--- config.mk ---
export PLATFORM = sky130hd
export DESIGN_NAME = rtt_stats_collector
export DESIGN_NICKNAME = d
export VERILOG_FILES = /design/src/rtl/rtt_stats_pkg.sv /design/src/rtl/rtt_sample_fifo.sv /design/src/rtl/rtt_stats_collector.sv
export SDC_FILE = /design/constraint.sdc
export NUM_CORES = 2
export LEC_CHECK = 0
export CORE_ASPECT_RATIO = 1.2
export CORE_UTILIZATION = 60
export CTS_BUF_LIST = sky130_fd_sc_hd__clkbuf_4 sky130_fd_sc_hd__clkbuf_8 sky130_fd_sc_hd__clkbuf_16
export DETAILED_ROUTE_END_ITERATION = 7
export PLACE_DENSITY = 0.77
export SLEW_MARGIN = 20
export SYNTH_ARGS = -nofsm -noshare
export SYNTH_HDL_FRONTEND = slang
export SYNTH_MEMORY_MAX_BITS = 65536
export SYNTH_SLANG_ARGS = --single-unit
--- constraint.sdc ---
create_clock -name clk -period 13.2 [get_ports clk]
set_input_delay 2.64 -clock clk [delete_from_list [all_inputs] [get_ports clk]]
set_output_delay 2.64 -clock clk [all_outputs]
set_load 0.02 [all_outputs]
--- src/rtl/rtt_stats_pkg.sv ---
// Shared definitions for the RTT statistics collector: FSM states, IOQ
// header field positions, report control codes and cnt_upd bit indices.
package rtt_stats_pkg;

  typedef enum logic [3:0] {
    ST_HDR,
    ST_SKIP_RX,
    ST_SKIP_PAD,
    ST_THRU,
    ST_PROBE_RX,
    ST_PROBE_TAIL,
    ST_COMMIT,
    ST_REP_HDR,
    ST_REP_DATA
  } state_e;

  // IOQ module header layout (16-bit fields)
  localparam int IOQ_FIELD_W      = 16;
  localparam int IOQ_BYTE_LEN_POS = 0;
  localparam int IOQ_SRC_PORT_POS = 16;
  localparam int IOQ_WORD_LEN_POS = 32;
  localparam int IOQ_DST_PORT_POS = 48;

  // Control codes used on emitted words
  localparam logic [7:0] IO_QUEUE_STAGE_NUM = 8'hff;
  localparam logic [7:0] REP_LAST_CTRL      = 8'h80;

  // Two timestamp words are stripped from forwarded packets
  localparam int STRIP_WORDS = 2;
  localparam int STRIP_BYTES = 16;

  // Each timestamp occupies one 32-bit half of a report data word
  localparam int TS_SLOT_W = 32;

  // cnt_upd pulse positions
  localparam int CNT_FWD    = 0;
  localparam int CNT_SAMPLE = 1;
  localparam int CNT_REPORT = 2;
  localparam int CNT_DROP   = 3;

endpackage

--- src/rtl/rtt_sample_fifo.sv ---
// Synchronous first-word-fallthrough FIFO with full/empty/count.
// Used for the per-channel timestamp sample store and the input buffer.
module rtt_sample_fifo #(
  parameter int WIDTH      = 64,
  parameter int DEPTH_BITS = 4
) (
  input  logic                  clk,
  input  logic                  reset,
  input  logic                  wr_en,
  input  logic [WIDTH-1:0]      din,
  input  logic                  rd_en,
  output logic [WIDTH-1:0]      dout,
  output logic                  full,
  output logic                  empty,
  output logic [DEPTH_BITS:0]   count
);

  localparam int DEPTH = 2 ** DEPTH_BITS;
  localparam int CNT_W = DEPTH_BITS + 1;

  logic [WIDTH-1:0]      mem_q [DEPTH];
  logic [DEPTH_BITS-1:0] wr_ptr_q, wr_ptr_d;
  logic [DEPTH_BITS-1:0] rd_ptr_q, rd_ptr_d;
  logic [CNT_W-1:0]      count_q, count_d;
  logic                  do_wr, do_rd;

  assign full  = (count_q == CNT_W'(DEPTH));
  assign empty = (count_q == '0);
  assign count = count_q;
  assign dout  = mem_q[rd_ptr_q];

  // Pointer and occupancy update; writes when full and reads when empty are ignored
  always_comb begin
    // NOTE: every comb output gets a default first so no path leaves it unassigned (no latch).
    do_wr    = wr_en && !full;
    do_rd    = rd_en && !empty;
    wr_ptr_d = wr_ptr_q;
    rd_ptr_d = rd_ptr_q;
    count_d  = count_q;
    if (do_wr) wr_ptr_d = wr_ptr_q + DEPTH_BITS'(1);
    if (do_rd) rd_ptr_d = rd_ptr_q + DEPTH_BITS'(1);
    case ({do_wr, do_rd})
      2'b10:   count_d = count_q + CNT_W'(1);
      2'b01:   count_d = count_q - CNT_W'(1);
      default: count_d = count_q;
    endcase
  end

  // Control registers; reset empties the FIFO
  always_ff @(posedge clk or posedge reset) begin
    if (reset) begin
      wr_ptr_q <= '0;
      rd_ptr_q <= '0;
      count_q  <= '0;
    end else begin
      wr_ptr_q <= wr_ptr_d;
      rd_ptr_q <= rd_ptr_d;
      count_q  <= count_d;
    end
  end

  // Storage array
  // NOTE: storage is deliberately not reset; the pointers alone define what is valid.
  always_ff @(posedge clk) begin
    if (do_wr) mem_q[wr_ptr_q] <= din;
  end

endmodule

--- src/rtl/rtt_stats_collector.sv ---
// RTT statistics collector. Forwarded packets lose their two timestamp
// words; probe packets to CPU queues are consumed and their rx/tx stamps
// stored per channel, then reported to that channel's CPU queue.
// Optional feature: define STATS_FLUSH_TIMEOUT_EN to flush partial sample
// sets after FLUSH_CYCLES idle cycles.
module rtt_stats_collector
  import rtt_stats_pkg::*;
#(
  parameter int DATA_WIDTH      = 64,
  parameter int NUM_CH          = 4,
  parameter int TS_WIDTH        = 32,
  parameter int FIFO_DEPTH_BITS = 4,
  parameter int REPORT_THRESH   = 8,
  parameter int FLUSH_CYCLES    = 4096
) (
  input  logic                    clk,
  input  logic                    reset,
  input  logic [DATA_WIDTH-1:0]   in_data,
  input  logic [DATA_WIDTH/8-1:0] in_ctrl,
  input  logic                    in_wr,
  output logic                    in_rdy,
  output logic [DATA_WIDTH-1:0]   out_data,
  output logic [DATA_WIDTH/8-1:0] out_ctrl,
  output logic                    out_wr,
  input  logic                    out_rdy,
  output logic [3:0]              cnt_upd
);

  localparam int CTRL_WIDTH = DATA_WIDTH / 8;
  localparam int IN_W       = DATA_WIDTH + CTRL_WIDTH;
  localparam int SAMP_W     = 2 * TS_WIDTH;
  localparam int CNT_W      = FIFO_DEPTH_BITS + 1;
  localparam int CH_W       = (NUM_CH > 1) ? $clog2(NUM_CH) : 1;

  // ---------------- input buffer ----------------
  logic                  in_rd, in_full, in_empty;
  logic [2:0]            in_count;
  logic [IN_W-1:0]       in_head;
  logic [DATA_WIDTH-1:0] head_data;
  logic [CTRL_WIDTH-1:0] head_ctrl;

  rtt_sample_fifo #(.WIDTH(IN_W), .DEPTH_BITS(2)) u_in_fifo (
    .clk(clk), .reset(reset),
    .wr_en(in_wr), .din({in_data, in_ctrl}),
    .rd_en(in_rd), .dout(in_head),
    .full(in_full), .empty(in_empty), .count(in_count)
  );

  assign head_data = in_head[IN_W-1 -: DATA_WIDTH];
  assign head_ctrl = in_head[CTRL_WIDTH-1:0];
  assign in_rdy    = !(in_full || in_count == 3'd3);

  // ---------------- per-channel sample stores ----------------
  logic [NUM_CH-1:0] push_en, pop_en, samp_full, samp_empty;
  logic [SAMP_W-1:0] samp_dout  [NUM_CH];
  logic [CNT_W-1:0]  samp_count [NUM_CH];
  logic [TS_WIDTH-1:0] rx_ts_q, rx_ts_d, tx_ts_q, tx_ts_d;

  for (genvar g = 0; g < NUM_CH; g++) begin : g_ch
    rtt_sample_fifo #(.WIDTH(SAMP_W), .DEPTH_BITS(FIFO_DEPTH_BITS)) u_samp (
      .clk(clk), .reset(reset),
      .wr_en(push_en[g]), .din({rx_ts_q, tx_ts_q}),
      .rd_en(pop_en[g]), .dout(samp_dout[g]),
      .full(samp_full[g]), .empty(samp_empty[g]), .count(samp_count[g])
    );
  end

  // ---------------- FSM registers ----------------
  state_e            state_q, state_d;
  logic [CH_W-1:0]   ch_q, ch_d;
  logic [CNT_W-1:0]  rep_left_q, rep_left_d;
  logic [3:0]        cnt_upd_q, cnt_upd_d;

  logic              probe_hit, rep_pend, report_go;
  logic [CH_W-1:0]   probe_ch, pend_ch;
  logic [CNT_W:0]    commit_cnt;
  logic [DATA_WIDTH-1:0] fwd_hdr, rep_hdr, rep_word;

  // Channel priority decode: lowest index wins for probes and pending reports
  always_comb begin
    probe_hit = 1'b0;
    probe_ch  = '0;
    rep_pend  = 1'b0;
    pend_ch   = '0;
    for (int c = NUM_CH - 1; c >= 0; c--) begin
      if (head_data[IOQ_DST_PORT_POS + 2 * c + 1]) begin
        probe_hit = 1'b1;
        probe_ch  = CH_W'(c);
      end
      if (samp_count[c] >= CNT_W'(REPORT_THRESH)) begin
        rep_pend = 1'b1;
        pend_ch  = CH_W'(c);
      end
    end
  end

`ifdef STATS_FLUSH_TIMEOUT_EN
  localparam int IDLE_W = $clog2(FLUSH_CYCLES + 1);
  logic [IDLE_W-1:0] idle_q, idle_d;
  logic              flush_go;
  logic [CH_W-1:0]   flush_ch;

  // Lowest non-empty channel is the flush candidate
  always_comb begin
    flush_ch = '0;
    for (int c = NUM_CH - 1; c >= 0; c--) begin
      if (!samp_empty[c]) flush_ch = CH_W'(c);
    end
  end

  assign flush_go = (idle_q == IDLE_W'(FLUSH_CYCLES)) && !(&samp_empty);

  // Idle cycles in HDR with nothing buffered; any input word or finished report restarts it
  always_comb begin
    idle_d = idle_q;
    if (in_wr || cnt_upd_d[CNT_REPORT])
      idle_d = '0;
    else if (state_q == ST_HDR && in_empty && idle_q != IDLE_W'(FLUSH_CYCLES))
      idle_d = idle_q + IDLE_W'(1);
  end

  // Idle counter register
  always_ff @(posedge clk or posedge reset) begin
    if (reset) idle_q <= '0;
    else       idle_q <= idle_d;
  end
`else
  logic            flush_go;
  logic [CH_W-1:0] flush_ch;
  assign flush_go = 1'b0;
  assign flush_ch = '0;
`endif

  assign report_go  = rep_pend || flush_go;
  assign commit_cnt = (CNT_W + 1)'(samp_count[ch_q]) + (CNT_W + 1)'(!samp_full[ch_q]);

  // Header rewrites and report word formatting
  always_comb begin
    fwd_hdr = head_data;
    fwd_hdr[IOQ_BYTE_LEN_POS +: IOQ_FIELD_W] =
      head_data[IOQ_BYTE_LEN_POS +: IOQ_FIELD_W] - IOQ_FIELD_W'(STRIP_BYTES);
    fwd_hdr[IOQ_WORD_LEN_POS +: IOQ_FIELD_W] =
      head_data[IOQ_WORD_LEN_POS +: IOQ_FIELD_W] - IOQ_FIELD_W'(STRIP_WORDS);
    rep_hdr = '0;
    rep_hdr[IOQ_DST_PORT_POS +: IOQ_FIELD_W] = IOQ_FIELD_W'(1) << (2 * ch_q + 1);
    rep_hdr[IOQ_WORD_LEN_POS +: IOQ_FIELD_W] = IOQ_FIELD_W'(samp_count[ch_q]);
    rep_hdr[IOQ_BYTE_LEN_POS +: IOQ_FIELD_W] = IOQ_FIELD_W'({samp_count[ch_q], 3'b000});
    rep_word = '0;
    rep_word[TS_SLOT_W +: TS_WIDTH] = samp_dout[ch_q][SAMP_W-1 -: TS_WIDTH];
    rep_word[0 +: TS_WIDTH]         = samp_dout[ch_q][TS_WIDTH-1:0];
  end

  // FSM state register plus latched channel, timestamps and report progress
  always_ff @(posedge clk or posedge reset) begin
    // NOTE: sequential state uses non-blocking assignments so all flops update together.
    if (reset) begin
      state_q    <= ST_HDR;
      ch_q       <= '0;
      rx_ts_q    <= '0;
      tx_ts_q    <= '0;
      rep_left_q <= '0;
      cnt_upd_q  <= '0;
    end else begin
      state_q    <= state_d;
      ch_q       <= ch_d;
      rx_ts_q    <= rx_ts_d;
      tx_ts_q    <= tx_ts_d;
      rep_left_q <= rep_left_d;
      cnt_upd_q  <= cnt_upd_d;
    end
  end

  // Next-state logic; pending reports take precedence over the next input header
  always_comb begin
    state_d    = state_q;
    ch_d       = ch_q;
    rx_ts_d    = rx_ts_q;
    tx_ts_d    = tx_ts_q;
    rep_left_d = rep_left_q;
    case (state_q)
      ST_HDR: begin
        if (rep_pend) begin
          state_d = ST_REP_HDR;
          ch_d    = pend_ch;
        end else if (flush_go) begin
          state_d = ST_REP_HDR;
          ch_d    = flush_ch;
        end else if (in_rd) begin
          if (probe_hit) begin
            state_d = ST_PROBE_RX;
            ch_d    = probe_ch;
          end else begin
            state_d = ST_SKIP_RX;
          end
        end
      end
      ST_SKIP_RX:  if (in_rd) state_d = ST_SKIP_PAD;
      ST_SKIP_PAD: if (in_rd) state_d = ST_THRU;
      ST_THRU:     if (in_rd && head_ctrl != '0) state_d = ST_HDR;
      ST_PROBE_RX: begin
        if (in_rd) begin
          rx_ts_d = head_data[TS_WIDTH-1:0];
          state_d = (head_ctrl != '0) ? ST_HDR : ST_PROBE_TAIL;
        end
      end
      ST_PROBE_TAIL: begin
        if (in_rd && head_ctrl != '0) begin
          tx_ts_d = head_data[TS_WIDTH-1:0];
          state_d = ST_COMMIT;
        end
      end
      ST_COMMIT: begin
        state_d = (commit_cnt >= (CNT_W + 1)'(REPORT_THRESH)) ? ST_REP_HDR : ST_HDR;
      end
      ST_REP_HDR: begin
        if (out_rdy) begin
          rep_left_d = samp_count[ch_q];
          state_d    = ST_REP_DATA;
        end
      end
      ST_REP_DATA: begin
        if (out_rdy) begin
          rep_left_d = rep_left_q - CNT_W'(1);
          if (rep_left_q == CNT_W'(1)) state_d = ST_HDR;
        end
      end
      default: state_d = ST_HDR;
    endcase
  end

  // Outputs and handshakes decoded from the current state
  always_comb begin
    out_wr    = 1'b0;
    out_data  = '0;
    out_ctrl  = '0;
    in_rd     = 1'b0;
    push_en   = '0;
    pop_en    = '0;
    cnt_upd_d = '0;
    case (state_q)
      ST_HDR: begin
        if (!report_go && !in_empty) begin
          if (probe_hit) begin
            in_rd = 1'b1;
          end else begin
            out_wr   = 1'b1;
            out_data = fwd_hdr;
            out_ctrl = head_ctrl;
            if (out_rdy) begin
              in_rd              = 1'b1;
              cnt_upd_d[CNT_FWD] = 1'b1;
            end
          end
        end
      end
      ST_SKIP_RX, ST_SKIP_PAD, ST_PROBE_TAIL: in_rd = !in_empty;
      ST_PROBE_RX: begin
        in_rd = !in_empty;
        if (!in_empty && head_ctrl != '0) cnt_upd_d[CNT_DROP] = 1'b1;
      end
      ST_THRU: begin
        if (!in_empty) begin
          out_wr   = 1'b1;
          out_data = head_data;
          out_ctrl = head_ctrl;
          in_rd    = out_rdy;
        end
      end
      ST_COMMIT: begin
        if (!samp_full[ch_q]) begin
          push_en[ch_q]         = 1'b1;
          cnt_upd_d[CNT_SAMPLE] = 1'b1;
        end else begin
          cnt_upd_d[CNT_DROP] = 1'b1;
        end
      end
      ST_REP_HDR: begin
        out_wr   = 1'b1;
        out_data = rep_hdr;
        out_ctrl = CTRL_WIDTH'(IO_QUEUE_STAGE_NUM);
      end
      ST_REP_DATA: begin
        out_wr   = 1'b1;
        out_data = rep_word;
        out_ctrl = (rep_left_q == CNT_W'(1)) ? CTRL_WIDTH'(REP_LAST_CTRL) : '0;
        if (out_rdy) begin
          pop_en[ch_q] = !samp_empty[ch_q];
          if (rep_left_q == CNT_W'(1)) cnt_upd_d[CNT_REPORT] = 1'b1;
        end
      end
      default: ;
    endcase
  end

  assign cnt_upd = cnt_upd_q;

endmodule
==> impl_results.md <==
* Outcome: complete, but fails checks
* Failing checks: DRC
* Net Count, Synth at 7511
* Global-route wire length before repair at 688600 um
* FF-to-FF path depth at 7
* Reg-to-reg critical path endpoint: g_ch[2].u_samp.mem_q[7][57]
* Worst hold start: rx_ts_q[17]
* Post-synthesis sequential area ratio at 77.67%
* CP Data Arrival Time at 6550 ps
* Hold slack at 525.1 ps
* 1st-iter DRT viols at 15240
* P&R area growth vs syn at 11.92%
* CP Max Fanout at 45
* # nets final at 7953
* Setup Viol. Count Final at 0
* Max_slew headroom at 12.35%
* Largest net degree at the start of global routing at 132
* Buf/Inv on CP at 3
* Routed vias at 88080
* R2R Path Start: ch_q[1]
* Worst hold path depth at 1
* Hold Fails Final Rpt at 0
* Clock tree from TritonCTS: done
* Synth async-reset ratio at 3.052%
* Tot Pwr at 0.03623 W
* Via density at 7.353
* IO Pins at 154
* CTS Sinks at 4522
* WL final at 502500 um
* Peak Freq at 108.9 MHz
* Vias in the first global route at 88570
* RSZ-0062 raised after global routing: false
* Sw power at 0.009701 W
* Flops & latches, synth at 4522
* Mapped Area at 173900 sq um
* Worst Setup Path Type: flop to output pin
* Hold buffer count at CTS at 0
* Worst path cell trace: buf_4 -> buf_4 -> mux4_2 -> mux2i_1 -> o22ai_1 -> a21oi_1 -> o21bai_1 -> clkdlybuf4s50_1
* Critical Path RT at 10560 ps
* Fin cells at 11980
* Top Family by Delay on Critical Path: buffers and inverters
* Post-cts resize count at 0
* Total global-route track usage at 34.51%
* Post-route ant nets at 0
* CP max stage cell: dfrtp_4
* Cell with the most instances after synthesis: edfxtp_1
* Core ar. at 288400 sq um
* Residual DRC at 2
* Worst hold path class: flop to flop
* Max Slew Vio Count at 0
* Post-synth top area cell: edfxtp_1
* Ys Warns at 0
* Clock network power share at 32.9%
* Final TNS setup at 0 ps
* Root Buffer: clkbuf_16
* Least-Margin Pin Slew at 1301 ps
* Synth cell types at 79
* Gpl congestion at 0.8775
* Synth top area cells: edfxtp_1 76%, mux4_2 16%, dfrtp_1 2.0%, mux2i_1 1.1%, mux2_2 0.45%
* Leakage at 59.56 nW
* Die Width at 493.5 um
* Type of origin of the critical path: flop
* Max IR drop VDD at 0.1424 mV
* CTS buffer count at 396
* Fraction of layout cells with a size suffix above 1 at 29.11%
* Final worst path period need at 9185 ps
* Drt first pass iters at 8
* Max clock buf depth at 4
* Post-synthesis cell count at 7383
* Syn_area_per_cell at 23.56 sq um
* Hold path endpoint: rx_ts_q[17]
* Post-synth EDFFs at 4384
* R2r setup slk at 7860 ps
* H-Tree Depth at 5
* Cell Rows at 216
* Finished Core Util at 67.51%
* Die Y at 591.8 um
* Total gr overflow at 0
* Clock latency on the worst-skew pair at 930 ps
* Comb power frac at 15.5%
* Starting Density at 60.32%
* Pint at 0.02652 W
* Synth top area share at 75.69%
* Final Cycle Share at 69.59%
* Max cap viols at 0
* Post-CTS Repair Setup Buffers at 0
* Post-DR wirelength/cell at 41.95 um
* Initial antenna violation count at 34
* Critical Path Max Stage Delay at 1090 ps
* Hpwl dp at 266800 um
* Port Buffer Count at 153
* Most used cell, CP: buf_4
* Most frequent cells after synthesis: 4384 x edfxtp_1, 1239 x mux4_2, 199 x mux2i_1
* DP Cell Count at 11240
* Worst clock skew at 57.68 ps
* Part of the power in registers at 51.5%
* CP Capture Type: output pin
* Pwr/cell area at 186.1 nW/um^2
* Die Area at 292100 sq um
* Sw Share at 26.78%
* Synth Flop Type: edfxtp_1
* Clk slew on worst S/H paths at 60 ps
==> worst max-delay path by stage <==
stage                                from                    endpoint  slack, ps  cells after the start
6_report       g_ch[3].u_samp.rd_ptr_q[0]                out_data[34]       4010                      8
5_1_grt        g_ch[3].u_samp.rd_ptr_q[0]                out_data[34]       3780                      8
4_1_cts        g_ch[3].u_samp.rd_ptr_q[0]                out_data[43]       4140                     10
3_5_place_dp   g_ch[3].u_samp.rd_ptr_q[0]                out_data[34]       5140                      8
3_3_place_gp   g_ch[3].u_samp.rd_ptr_q[0]                out_data[15]       5170                      9
2_1_floorplan                  state_q[2]  g_ch[1].u_samp.mem_q[1][0]       4890                      7
==> flip-flops by register name, indices dropped and copies added (netlist names), 3 cells and up <==
name	count
rep_left_q	5
g_ch.u_samp.count	20
g_ch.u_samp.mem_q	4096
u_in_fifo.count	3
rx_ts_q	32
tx_ts_q	32
g_ch.u_samp.rd_ptr_q	16
g_ch.u_samp.wr_ptr_q	16
cnt_upd	4
state_q	4
u_in_fifo.mem_q	288
==> layout make-up <==
cell class                      count  area [sq um]
Antenna cell                       14         35.03
Clock buffer                      484         10770
Clock inverter                    238          2435
Fill cell                       16300         93700
Inverter                           52         202.7
Multi-Input combinational cell   2416         37380
Sequential cell                  4522        135200
Tap cell                         3815          4773
Timing Repair Buffer              437          3877
==> through the flow <==
stage,worst slack [ps],area (sq um)
6_report,4015,194700
5_1_grt,3785,194600
4_1_cts,4143,194500
3_5_place_dp,5143,181300
2_1_floorplan,4894,173900
3_3_place_gp,5174,181300
==> layer usage <==
metal	track usage (%)	up-vias	routed length, um
met5	0	-	147
met4	20.09	22	36200
met3	10.62	1900	75580
met2	54.27	8242	236300
met1	42.82	45510	154300
li1	-	32410	-
==> cell usage in the layout (no fill, tap or decap), types with 26 or more instances in the layout <==
| cell type | count |
|---|---|
| bufinv_16 | 48 |
| a22oi_1 | 36 |
| ha_1 | 47 |
| clkdlybuf4s50_1 | 153 |
| edfxtp_1 | 4384 |
| xnor2_1 | 46 |
| clkbuf_16 | 405 |
| xor2_1 | 26 |
| a21oi_1 | 71 |
| clkbuf_4 | 73 |
| nand2_1 | 118 |
| inv_1 | 50 |
| nand3_1 | 28 |
| mux2i_1 | 199 |
| o22ai_1 | 80 |
| clkinv_1 | 78 |
| clkinv_2 | 75 |
| dfrtp_1 | 108 |
| o21ai_0 | 74 |
| buf_4 | 268 |
| nor2_4 | 43 |
| mux4_2 | 1239 |
| nor2_1 | 45 |
| mux2_2 | 70 |
==> cell families after synthesis <==
family | Yosys count | share of synthesized area, %
AO/OA/AOI/OAI | 389 | 1.460
XOR/XNOR | 72 | 0.3626
adder cells (fa/ha/maj) | 52 | 0.3956
buffers and inverters | 445 | 1.137
flip-flops | 4522 | 77.67
multiplexers | 1526 | 17.89
AND/OR/NAND/NOR | 377 | 1.083
==> power groups by stage <==
stage,clock network (W),logic (W),registers [W]
final,0.0119,0.00562,0.0187
after global placement,0,0.00511,0.0189
after CTS,0.0119,0.00539,0.0187
after global routing,0.0124,0.00575,0.0187
after floorplan,0,0.00248,0.0194
after detailed placement,0,0.00533,0.0190
Power figures use the tool's default switching activity.
